==> src/rtl/lsu_mem_ctrl.sv <==
// lsu_mem_ctrl: load/store sequencer between the RV32I execute stage and a
// single-port data memory. Accepts one access per ls_valid/ls_ready handshake,
// decodes size/signedness/byte enables, runs one req/ack transaction, and
// returns an extended load result. Misaligned, illegal and timed-out accesses
// are reported with one-cycle pulses. Only one access is outstanding.
//
// Ports
//   clk, rst_n        clock (rising edge), async active-low reset
//   ls_valid/ls_ready core handshake; ls_ready is high only in IDLE
//   idata             instruction word ([6:0] opcode, [14:12] funct3)
//   daddr, wdata      byte address and right-justified store data
//   ld_data           extended load result, held until the next load completes
//   done/misalign/illegal/fault  mutually exclusive one-cycle pulses
//   mem_req/mem_we/mem_addr/mem_wdata  request side, held stable until ack
//   mem_rdata/mem_ack  response side

package lsu_mem_ctrl_pkg;
  localparam int MSB = 31;
  localparam int LSB = 0;

  localparam logic [6:0] OP_LOAD  = 7'b0000011;
  localparam logic [6:0] OP_STORE = 7'b0100011;

  typedef enum logic [1:0] {ST_IDLE, ST_ISSUE, ST_RESP, ST_ERR} state_e;
  typedef enum logic [1:0] {SZ_B = 2'd0, SZ_H = 2'd1, SZ_W = 2'd2} size_e;
endpackage

module lsu_mem_ctrl
  import lsu_mem_ctrl_pkg::*;
#(
  parameter int XLEN    = MSB - LSB + 1,
  parameter int TIMEOUT = 255
) (
  input  logic            clk,
  input  logic            rst_n,
  input  logic            ls_valid,
  output logic            ls_ready,
  input  logic [XLEN-1:0] idata,
  input  logic [XLEN-1:0] daddr,
  input  logic [XLEN-1:0] wdata,
  output logic [XLEN-1:0] ld_data,
  output logic            done,
  output logic            misalign,
  output logic            illegal,
  output logic            fault,
  output logic            mem_req,
  output logic [3:0]      mem_we,
  output logic [XLEN-1:0] mem_addr,
  output logic [XLEN-1:0] mem_wdata,
  input  logic [XLEN-1:0] mem_rdata,
  input  logic            mem_ack
);

  // Timeout fires at the end of the TIMEOUT-th ISSUE cycle without ack.
  localparam logic [15:0] TO_LAST = 16'(TIMEOUT - 1);

  logic [6:0] opcode;
  logic [2:0] funct3;
  logic [1:0] off;
  logic       unused_idata;

  assign opcode       = idata[6:0];
  assign funct3       = idata[14:12];
  assign off          = daddr[1:0];
  assign unused_idata = ^{idata[XLEN-1:15], idata[11:7]};

  // ---------------- decode of the presented access ----------------
  logic            dec_legal;
  logic            dec_load;
  logic            dec_misalign;
  size_e           dec_size;
  logic [3:0]      dec_we;
  logic [XLEN-1:0] dec_wdata;

  always_comb begin
    // NOTE: every signal assigned here gets a default first, so no path can
    // leave one unassigned and infer a latch.
    dec_legal    = 1'b0;
    dec_load     = 1'b0;
    dec_misalign = 1'b0;
    dec_size     = SZ_W;
    dec_we       = 4'b0000;
    dec_wdata    = wdata;

    case (funct3[1:0])
      2'b00:   dec_size = SZ_B;
      2'b01:   dec_size = SZ_H;
      default: dec_size = SZ_W;
    endcase

    if (opcode == OP_LOAD) begin
      dec_load  = 1'b1;
      dec_legal = funct3 inside {3'b000, 3'b001, 3'b010, 3'b100, 3'b101};
    end else if (opcode == OP_STORE) begin
      dec_legal = !funct3[2] && (funct3[1:0] != 2'b11);
    end

    case (dec_size)
      SZ_B: begin
        dec_we    = 4'b0001 << off;
        dec_wdata = {4{wdata[7:0]}};
      end
      SZ_H: begin
        dec_misalign = off[0];
        dec_we       = 4'b0011 << off;
        dec_wdata    = {2{wdata[15:0]}};
      end
      default: begin
        dec_misalign = (off != 2'b00);
        dec_we       = 4'b1111;
      end
    endcase

    if (dec_load) dec_we = 4'b0000;
  end

  // ---------------- transaction state ----------------
  state_e          state_q;
  size_e           size_q;
  logic            uns_q;
  logic            load_q;
  logic [1:0]      off_q;
  logic [15:0]     cnt_q;
  logic            ls_ready_q, mem_req_q;
  logic            done_q, misalign_q, illegal_q, fault_q;
  logic [3:0]      mem_we_q;
  logic [XLEN-1:0] mem_addr_q, mem_wdata_q, ld_data_q;

  // Lane extraction from the returned word, using the captured offset.
  logic [7:0]      rd_byte;
  logic [15:0]     rd_half;
  logic [XLEN-1:0] ld_ext;

  always_comb begin
    rd_byte = mem_rdata[{off_q, 3'b000} +: 8];
    rd_half = off_q[1] ? mem_rdata[XLEN-1:16] : mem_rdata[15:0];
    case (size_q)
      SZ_B:    ld_ext = {{(XLEN-8){rd_byte[7] & ~uns_q}}, rd_byte};
      SZ_H:    ld_ext = {{(XLEN-16){rd_half[15] & ~uns_q}}, rd_half};
      default: ld_ext = mem_rdata;
    endcase
  end

  // NOTE: sequential state uses non-blocking assignments so every register
  // samples pre-edge values regardless of statement order.
  always_ff @(posedge clk or negedge rst_n) begin
    if (!rst_n) begin
      state_q     <= ST_IDLE;
      size_q      <= SZ_W;
      uns_q       <= 1'b0;
      load_q      <= 1'b0;
      off_q       <= 2'b00;
      cnt_q       <= '0;
      ls_ready_q  <= 1'b1;
      mem_req_q   <= 1'b0;
      mem_we_q    <= 4'b0000;
      mem_addr_q  <= '0;
      mem_wdata_q <= '0;
      ld_data_q   <= '0;
      done_q      <= 1'b0;
      misalign_q  <= 1'b0;
      illegal_q   <= 1'b0;
      fault_q     <= 1'b0;
    end else begin
      done_q     <= 1'b0;
      misalign_q <= 1'b0;
      illegal_q  <= 1'b0;
      fault_q    <= 1'b0;

      case (state_q)
        ST_IDLE: begin
          if (ls_valid) begin
            ls_ready_q <= 1'b0;
            // Illegal takes priority: a bad encoding has no meaningful size.
            if (!dec_legal) begin
              state_q   <= ST_ERR;
              illegal_q <= 1'b1;
            end else if (dec_misalign) begin
              state_q    <= ST_ERR;
              misalign_q <= 1'b1;
            end else begin
              state_q     <= ST_ISSUE;
              mem_req_q   <= 1'b1;
              mem_addr_q  <= {daddr[XLEN-1:2], 2'b00};
              mem_we_q    <= dec_we;
              mem_wdata_q <= dec_wdata;
              size_q      <= dec_size;
              uns_q       <= funct3[2];
              load_q      <= dec_load;
              off_q       <= off;
              cnt_q       <= '0;
            end
          end
        end
        ST_ISSUE: begin
          // Ack is checked first so it wins over a same-cycle timeout.
          if (mem_ack) begin
            state_q   <= ST_RESP;
            mem_req_q <= 1'b0;
            done_q    <= 1'b1;
            if (load_q) ld_data_q <= ld_ext;
          end else if (cnt_q == TO_LAST) begin
            state_q   <= ST_ERR;
            mem_req_q <= 1'b0;
            fault_q   <= 1'b1;
          end else begin
            cnt_q <= cnt_q + 16'd1;
          end
        end
        ST_RESP, ST_ERR: begin
          state_q    <= ST_IDLE;
          ls_ready_q <= 1'b1;
        end
        default: begin
          state_q    <= ST_IDLE;
          ls_ready_q <= 1'b1;
          mem_req_q  <= 1'b0;
        end
      endcase
    end
  end

  assign ls_ready  = ls_ready_q;
  assign mem_req   = mem_req_q;
  assign mem_we    = mem_we_q;
  assign mem_addr  = mem_addr_q;
  assign mem_wdata = mem_wdata_q;
  assign ld_data   = ld_data_q;
  assign done      = done_q;
  assign misalign  = misalign_q;
  assign illegal   = illegal_q;
  assign fault     = fault_q;

endmodule

==> config.mk <==
export PLATFORM = sky130hd
export DESIGN_NAME = lsu_mem_ctrl
export DESIGN_NICKNAME = d
export VERILOG_FILES = /design/src/rtl/lsu_mem_ctrl.sv
export SDC_FILE = /design/constraint.sdc
export NUM_CORES = 1
export LEC_CHECK = 0
export BUFFER_PORTS_ARGS = -buffer_cell sky130_fd_sc_hd__buf_2
export CAP_MARGIN = 40
export CORE_ASPECT_RATIO = 1.5
export CORE_MARGIN = 4
export CORE_UTILIZATION = 50
export CTS_CLUSTER_SIZE = 30
export DETAILED_ROUTE_END_ITERATION = 8
export PLACE_DENSITY_LB_ADDON = 0.08
export SYNTH_ARGS = -nofsm -noshare
export SYNTH_HDL_FRONTEND = slang
export SYNTH_SLANG_ARGS = --single-unit
==> constraint.sdc <==
create_clock -name clk -period 2.35 [get_ports clk]
set_input_delay 0.235 -clock clk [delete_from_list [all_inputs] [get_ports clk]]
set_output_delay 0.235 -clock clk [all_outputs]
set_load 0.005 [all_outputs]
==> results.py, run 1 <==
metrics = {
    "power": {
        "ir_drop_mv": 0.576,
        "pwr-share-seq": 0.415,
        "p_per_area_mw_per_mm2": 776,
        "internal_power_mw": 4.52,
        "power_switching_mw": 1.80,
        "comb_power_share": 0.166,
        "clkPwrFrac": 0.420,
        "p_leak_nw": 4.27,
        "switching_share": 0.285,
    },
    "cts": {
        "clk_pin_slew_worst_paths_ns": 0.06,
        "cts_root_buffer": "clkbuf_16",
        "cts_sinks": 128,
        "htreeDepth": 4,
        "cts_tree": "yes",
        "post-cts-setup-buffers": 0,
        "insertion_delay_ns": 0.41,
        "cts_buffers": 17,
        "clockBufferDepth": 2,
    },
    "cells_and_area": {
        "seqCellArea_mm2": 0.00321,
        "final_layout_size_suffix_gt1_frac": 0.416,
        "nFillCells": 975,
        "final_cell_mix": "buf_2, dfrtp_1, o21ai_0",
        "diodes": 0,
        "nets": 936,
        "area_growth_pct": 29.6,
        "multiInputGateArea_mm2": 0.00283,
        "mostFrequentLayoutCell": "buf_2",
    },
    "placed_design": {
        "dp_slack_ns": 0.450,
        "dp_hpwl_um": 12700,
        "portBuffers": 213,
        "gp_congestion": 0.840,
    },
    "sta": {
        "fin_setup_tns_ns": 0,
        "hold_violations": 0,
        "tightest_slew_ns": 0.741,
        "drv_slew": 0,
        "min_period_over_period": 0.805,
        "slew_headroom": 0.505,
        "rsz0062_at_grt": "no",
        "fin_crit_ns": 1.89,
        "finalWorstSetupSlack_ns": 0.459,
        "skew_ns": 0.00990,
        "setup_violations": 0,
        "max_freq_mhz": 529,
    },
    "synth": {
        "synth_top_family_by_area": "compound AO/OA/AOI/OAI gates",
        "yosys.area.top_type": "dfrtp_1",
        "synth-xor-area-share": 0,
        "ys_ff_latch": 128,
        "ys_async_sr_fraction": 1.00,
        "netlist_area_mm2": 0.00628,
        "yosysSeqAreaShare": 0.510,
        "synth-edff-count": 0,
        "synth_fa_ha_area_frac": 0.00398,
        "synth_warnings": 0,
        "syn_area_per_cell_um2": 10.7,
        "synth_flop_cell": "dfrtp_1",
        "synthTopCellsByArea": "dfrtp_1, mux2_2, o21ai_0, a21oi_1, mux2i_1",
        "synth.distinct_cells": 64,
        "synthMuxAreaShare": 0.152,
        "synth_top_area_frac": 0.502,
        "synth_compound_area_frac": 0.179,
        "yosys.area_share.simple": 0.115,
        "synth_cells": 587,
    },
    "grt": {
        "antenna_found_initial": 0,
        "grt_usage": 0.245,
        "grt_pass1_vias": 5848,
        "grt_max_degree": 46,
        "grt_pass1_wl_um": 28600,
        "grt_remaining_overflow": 0,
    },
    "setup_path": {
        "path_cells": "or3_1 -> nor2_1 -> o21ai_2 -> a21oi_1",
        "worstSetupStartpointType": "flip-flop",
        "critPathSlowestCell": "dfstp_2",
        "cp_max_fo": 21,
        "worst-setup-path-type": "flip-flop to flip-flop",
        "worst_path_dominant_cell_family": "flip-flops",
        "cp.arrival_ns": 2.15,
        "required_ns": 2.61,
        "cpPeakStageDelay_ns": 0.75,
        "setup.worst_path.end_class": "flip-flop",
        "crit_buf_inv": 0,
    },
    "floorplan": {
        "core_area_mm2": 0.0121,
        "initial_core_util": 0.518,
        "die_area_mm2": 0.0145,
        "io-pin-count": 238,
        "die_width_um": 99.5,
        "rows": 49,
        "die_h_um": 145,
    },
    "hold_path": {
        "hold_class": "input port to flip-flop",
    },
    "drt": {
        "drtAntennaViolNets": 0,
        "firstDrtPassIters": 5,
        "drt-total-wl_um": 17300,
        "top_layer": "met4",
        "viasPerCell": 5.71,
        "met3_length_um": 1520,
        "dr_wl_met2_um": 8880,
        "drc": 0,
        "detail_route.wl_per_cell_um": 17.9,
        "wl_met1_um": 6480,
        "vias": 5531,
        "drt_iter0_markers": 293,
    },
    "job": {
        "maxCapViolations": 0,
    },
    "run_status": {
        "status": "complete, no violations",
    },
}
[path summary, 6_finish.rpt]
kind	startpoint	end	slack (ns)	cells after the start
worst max-delay path	size_q[1]	ld_data[25]	0.46	4
worst min-delay path	daddr[10]	mem_addr[10]	0.05	2
worst max register to register	size_q[1]	ld_data[25]	0.46	4
worst min register to register	ld_data[14]	ld_data[14]	0.48	2
max in group asynchronous	rst_n	size_q[1]	1.24	3
min in group asynchronous	rst_n	cnt_q[9]	0.39	2
[flip-flops by register name, indices dropped and copies added, names as in the netlist]
signal / flops
cnt_q: 16
done: 1
fault: 1
illegal: 1
ld_data: 32
load_q: 1
ls_ready: 1
mem_addr: 30
mem_req: 1
mem_wdata: 32
mem_we: 4
misalign: 1
off_q: 2
size_q: 2
state_q: 2
uns_q: 1
[cells by family (layout without fill, tap and decap cells)]
| kind of cell | count (synthesis) | in the layout |
|---|---|---|
| other | 1 | 2 |
| adders and majority gates | 2 | 2 |
| and+or+nand+nor | 127 | 127 |
| AOI/OAI and AO/OA | 192 | 192 |
| DFF | 128 | 128 |
| buffers and inverters | 52 | 279 |
| muxes | 85 | 85 |
[layout make-up]
type                       instances  area share
clock inverter                    15      0.0209
multi-input combinational        408       0.348
timing repair buffer             235       0.156
sequential                       128       0.394
clock buffer                      17      0.0522
inverter                          12     0.00553
tap                              153      0.0235
[routing by layer]
layer,GRT usage,up-vias
met2,0.421,267
met1,0.281,2631
li1,-,2586
met5,0,-
met4,0.0984,0
met3,0.0725,47
[through the flow]
stage | hold WS (ns) | cells | cell area, um^2 | util | power [mW]
6_report | 0.0526 | 968 | 8140 | 0.671 | 6.32
5_1_grt | 0.0440 | 968 | 8140 | 0.671 | 6.62
4_1_cts | 0.0362 | 968 | 8140 | 0.671 | 6.37
3_5_place_dp | 0.303 | 935 | 7540 | 0.621 | 3.71
3_3_place_gp | 0.295 | 935 | 7540 | 0.621 | 3.66
2_1_floorplan | -0.0606 | 588 | 6290 | - | 3.16
[Yosys cell counts (3+ instances only)]
library cell  number
a211o_1            7
a21oi_1           52
a221oi_1           8
a31oi_1           15
and3_1             3
and3b_1            7
buf_2              8
buf_6              5
clkbuf_1          23
dfrtp_1          126
inv_1             10
mux2_2            49
mux2_4             8
mux2i_1           26
nand2_1           32
nand3_1            9
nand4_1            3
nor2_1            32
nor3_1             5
nor4_1             6
o21a_1             6
o21ai_0           83
o31ai_1            4
or3_1              8
[power by group through the flow]
| stage | logic, mW | registers (mW) | clock network, mW |
|---|---|---|---|
| global route | 1.18 | 2.65 | 2.79 |
| global placement | 1.02 | 2.64 | 0 |
| detailed placement | 1.05 | 2.66 | 0 |
| CTS | 1.06 | 2.62 | 2.70 |
| finish | 1.05 | 2.62 | 2.65 |
| floorplan | 0.522 | 2.64 | 0 |
[timing repair]
item	4_1_cts	5_1_grt
gates resized for setup	0	0
hold endpoints to repair	42	0
setup endpoints to repair	0	0
hold buffers	1	0
No activity file was read; power rests on OpenSTA's default activity.
==> inputs of run 2 (changes only) <==
CORE_UTILIZATION = 45   (was 50)
clock period = 1.7 ns   (was 2.35 ns; I/O delays follow)
==> results.py, run 2 (synthesis results as in run 1) <==
metrics = {
    "run_status": {
        "status": "complete, no violations",
    },
    "drt": {
        "drt_iter0_markers": 282,
        "vias": 5829,
        "drtAntennaViolNets": 0,
        "drt-total-wl_um": 18600,
        "drc": 0,
        "detail_route.wl_per_cell_um": 17.8,
        "firstDrtPassIters": 5,
        "viasPerCell": 5.59,
    },
    "setup_path": {
        "worstSetupStartpointType": "flip-flop",
        "cpPeakStageDelay_ns": 0.42,
        "critPathSlowestCell": "dfrtp_1",
        "cp_max_fo": 34,
        "setup.worst_path.end_class": "flip-flop",
        "worst-setup-path-type": "flip-flop to flip-flop",
        "crit_buf_inv": 1,
        "path_cells": "nor3b_4 -> nand3_2 -> nor2_4 -> buf_12 -> mux2_2",
        "worst_path_dominant_cell_family": "simple AND/OR/NAND/NOR gates",
        "required_ns": 2.01,
        "cp.arrival_ns": 1.96,
        "rrSetupSlack_ns": 0.04,
    },
    "hold_path": {
        "hold_class": "input port to flip-flop",
    },
    "sta": {
        "fin_crit_ns": 1.66,
        "drv_slew": 0,
        "hold_violations": 0,
        "skew_ns": 0.00767,
        "min_period_over_period": 0.974,
        "max_freq_mhz": 604,
        "setup_violations": 0,
        "rsz0062_at_grt": "yes",
    },
    "floorplan": {
        "die_h_um": 153,
        "initial_core_util": 0.462,
        "rows": 52,
        "core_area_mm2": 0.0136,
        "io-pin-count": 238,
        "die_width_um": 104,
        "die_area_mm2": 0.0160,
    },
    "grt": {
        "grt_usage": 0.235,
        "antenna_found_initial": 0,
        "grt_remaining_overflow": 0,
        "grt_pass1_vias": 6151,
        "grt_pass1_wl_um": 30300,
        "grt_max_degree": 38,
    },
    "job": {
        "maxCapViolations": 0,
    },
    "cts": {
        "htreeDepth": 4,
        "cts_sinks": 128,
        "clk_pin_slew_worst_paths_ns": 0.06,
        "cts_root_buffer": "clkbuf_16",
        "cts_buffers": 17,
        "cts_tree": "yes",
        "insertion_delay_ns": 0.42,
        "clockBufferDepth": 2,
    },
    "placed_design": {
        "dp_hpwl_um": 13500,
        "gp_congestion": 0.883,
        "placed_cells": 972,
        "portBuffers": 213,
    },
    "cells_and_area": {
        "final_cell_mix": "buf_2, dfrtp_1, o21ai_0",
        "nets": 1001,
        "diodes": 0,
        "mostFrequentLayoutCell": "buf_2",
        "stdcell_count": 1042,
        "nFillCells": 1111,
        "area_growth_pct": 41.2,
        "fin_util": 0.653,
        "final_layout_size_suffix_gt1_frac": 0.441,
    },
    "power": {
        "p_per_area_mw_per_mm2": 1000,
        "p_leak_nw": 4.61,
        "comb_power_share": 0.195,
        "pwr-share-seq": 0.406,
        "switching_share": 0.293,
        "ir_drop_mv": 0.887,
        "power_switching_mw": 2.61,
        "internal_power_mw": 6.30,
        "clkPwrFrac": 0.399,
    },
}
run 2: cell types whose count changed in the layout (fill, tap and decap cells not counted), moves of 3 or more:
cell	change
buf_12	+3
buf_4	+29
nor4_1	-3
clkinv_4	+3
dlygate4sd3_1	+31
run 2: final cells by class:
class	instances	area, um^2	share of cell area
clock buffer	17	425	0.0479
timing repair buffer	299	1870	0.211
multi-input combinational	409	2970	0.335
tap	162	203	0.0228
clock inverter	15	150	0.0169
inverter	12	45.0	0.00508
sequential	128	3210	0.361
run 2: repair_timing:
item                                    4_1_cts  5_1_grt
gates resized for setup                       2       23
endpoints found under the hold margin        95        0
cloned                                        0        1
setup buffers                                 0        5
hold buffers                                 32        0
pin swaps                                     0        6
endpoints found under the setup margin       17       80
run 2: power by group through the flow:
| stage | clock network, mW | logic, mW | registers, mW |
|---|---|---|---|
| global route | 3.79 | 1.93 | 3.66 |
| CTS | 3.62 | 1.68 | 3.59 |
| floorplan | 0 | 0.722 | 3.65 |
| detailed placement | 0 | 1.60 | 3.64 |
| global placement | 0 | 1.57 | 3.63 |
| finish | 3.55 | 1.74 | 3.62 |
run 2: worst paths after layout:
check                           startpoint            to  cells after the start
worst max-delay path            state_q[0]  mem_addr[10]                      5
worst min-delay path             idata[14]         uns_q                      2
worst max register to register  state_q[0]  mem_addr[10]                      5
worst min register to register  ld_data[3]    ld_data[3]                      2
max in group asynchronous            rst_n  mem_addr[25]                      3
min in group asynchronous            rst_n     cnt_q[14]                      2
run 2: layer usage:
metal / wire length (um) / share of wire / GRT usage / vias to the layer above
met1: 6940 / 0.37 / 0.265 / 2820
li1: - / - / - / 2724
met4: 473 / 0.025 / 0.0957 / 0
met3: 1370 / 0.073 / 0.0750 / 37
met5: 0 / 0 / 0 / -
met2: 9810 / 0.53 / 0.407 / 248
run 2: metrics by stage:
step           hold slack [ns]  instance area (um^2)  total power [mW]  TNS, ns  setup slack, ns
2_1_floorplan           -0.126                  6290              4.37        0           0.0122
3_3_place_gp            0.0901                  7790              5.20        0           0.0153
3_5_place_dp            0.0956                  7790              5.25   -0.662          -0.0468
4_1_cts                0.00872                  8700              8.89        0          0.00795
5_1_grt                 0.0232                  8870              9.37  -0.0992          -0.0143
6_report                0.0248                  8870              8.90        0           0.0438
==> inputs of run 3 (changes only) <==
CORE_UTILIZATION = 53   (was 45)
clock period = 1.91 ns   (was 1.7 ns; I/O delays follow)
==> results.py, run 3 (synthesis results as in run 1) <==
metrics = {
    "run_status": {
        "status": "complete, no violations",
    },
    "floorplan": {
        "initial_core_util": 0.545,
        "rows": 48,
        "die_h_um": 141,
        "die_area_mm2": 0.0137,
        "die_width_um": 96.9,
        "io-pin-count": 238,
        "core_area_mm2": 0.0115,
    },
    "power": {
        "fin_total_pwr_mw": 7.92,
        "ir_drop_mv": 0.633,
        "p_leak_nw": 4.39,
        "p_per_area_mw_per_mm2": 941,
    },
    "cells_and_area": {
        "fin_util": 0.730,
        "final_layout_size_suffix_gt1_frac": 0.418,
        "area_growth_pct": 34.0,
        "nets": 961,
        "nFillCells": 864,
        "final_area_mm2": 0.00842,
        "mostFrequentLayoutCell": "buf_2",
        "final_cell_mix": "buf_2, dfrtp_1, o21ai_0",
    },
    "grt": {
        "grt_pass1_vias": 5996,
        "grt_usage": 0.264,
        "grt_pass1_wl_um": 29400,
        "grt_remaining_overflow": 0,
        "grt_max_degree": 129,
        "antenna_found_initial": 1,
    },
    "placed_design": {
        "dp_hpwl_um": 12700,
        "gp_congestion": 0.842,
        "placed_area_mm2": 0.00759,
        "dp_slack_ns": 0.0683,
        "portBuffers": 213,
    },
    "sta": {
        "slew_headroom": 0.541,
        "finalWorstSetupSlack_ns": 0.114,
        "max_freq_mhz": 557,
        "fin_crit_ns": 1.80,
        "hold_violations": 0,
        "tightest_slew_ns": 0.688,
        "min_period_over_period": 0.940,
        "drv_slew": 0,
        "fin_setup_tns_ns": 0,
        "skew_ns": 0.00987,
        "setup_violations": 0,
    },
    "hold_path": {
        "hold_class": "input port to flip-flop",
    },
    "cts": {
        "htreeDepth": 4,
        "cts_buffers": 17,
        "cts_tree": "yes",
        "clockBufferDepth": 2,
        "cts_root_buffer": "clkbuf_16",
        "insertion_delay_ns": 0.41,
        "clk_pin_slew_worst_paths_ns": 0.06,
        "cts_sinks": 128,
    },
    "setup_path": {
        "path_cells": "buf_4 -> clkinv_1 -> a21o_1 -> a222oi_1 -> o21ai_0",
        "critPathSlowestCell": "dfrtp_1",
        "setup.worst_path.end_class": "flip-flop",
        "cp.arrival_ns": 2.08,
        "cp_max_fo": 15,
        "rrSetupSlack_ns": 0.11,
        "worst-setup-path-type": "flip-flop to flip-flop",
        "worstSetupStartpointType": "flip-flop",
        "required_ns": 2.19,
        "cpPeakStageDelay_ns": 0.44,
    },
    "drt": {
        "vias": 5743,
        "detail_route.wl_per_cell_um": 18.1,
        "drtAntennaViolNets": 0,
        "viasPerCell": 5.80,
        "drt-total-wl_um": 17900,
        "drc": 0,
        "drt_iter0_markers": 294,
        "firstDrtPassIters": 4,
    },
    "job": {
        "maxCapViolations": 0,
    },
}
==> run 3: changes by cell type in the layout (fill, tap and decap cells not counted), sizes merged <==
cell	previous run	this run
clkinv	8	5
clkinvlp	1	5
bufinv	1	3
buf	267	243
inv	17	12
nand2b	5	4
diode	0	1
dlygate4sd3	32	17
clkbuf	17	19
==> run 3: metal layers <==
layer / up-vias / routed length [um] / track usage
met5: - / 0 / 0
met4: 0 / 557 / 0.107
met3: 51 / 1390 / 0.0841
met2: 284 / 9290 / 0.464
met1: 2769 / 6700 / 0.296
li1: 2639 / - / -
==> run 3: worst paths after layout <==
path                             from  cells past startpoint          end
hold / removal               daddr[8]                      2  mem_addr[8]
min in group asynchronous       rst_n                      3    cnt_q[14]
setup / recovery             off_q[1]                      5  ld_data[15]
hold reg to reg            ld_data[5]                      2   ld_data[5]
max in group asynchronous       rst_n                      3   ld_data[7]
setup reg to reg             off_q[1]                      5  ld_data[15]
==> run 3: worst max-delay path, delay by kind of cell (launching register included) <==
family | cells | cell delay [ns]
buf+inv | 2 | 0.50
compound gates | 3 | 0.73
flops | 1 | 0.44
==> run 3: report_power, final <==
part | switching, mW | total (mW) | internal, mW
Combinational | 0.728 | 1.36 | 0.632
Clock | 1.22 | 3.34 | 2.12
Sequential | 0.216 | 3.22 | 3.01
==> run 3: what timing repair did <==
item                                    4_1_cts  5_1_grt
hold buffers                                 15        2
endpoints found under the hold margin       140        2
gates resized for setup                       0        5
endpoints found under the setup margin        0       30
buffers inserted                              0        1
==> run 3: through the flow <==
| step | instances | hold WS [ns] |
|---|---|---|
| after detailed placement | 940 | 0.361 |
| after floorplan | 588 | -0.105 |
| final | 991 | 0.0193 |
| after global placement | 940 | 0.354 |
| after global routing | 991 | 0.00129 |
| after CTS | 987 | 0.0000499 |
==> run 3: area by class of cell <==
type | instances | area, um^2 | share of cell area
clock inverter | 13 | 160 | 0.0190
sequential | 128 | 3210 | 0.381
inverter | 12 | 45.0 | 0.00535
tap | 150 | 188 | 0.0223
multi-input combinational | 408 | 2860 | 0.340
antenna | 1 | 2.50 | 0.000297
clock buffer | 19 | 453 | 0.0538
timing repair buffer | 260 | 1500 | 0.178
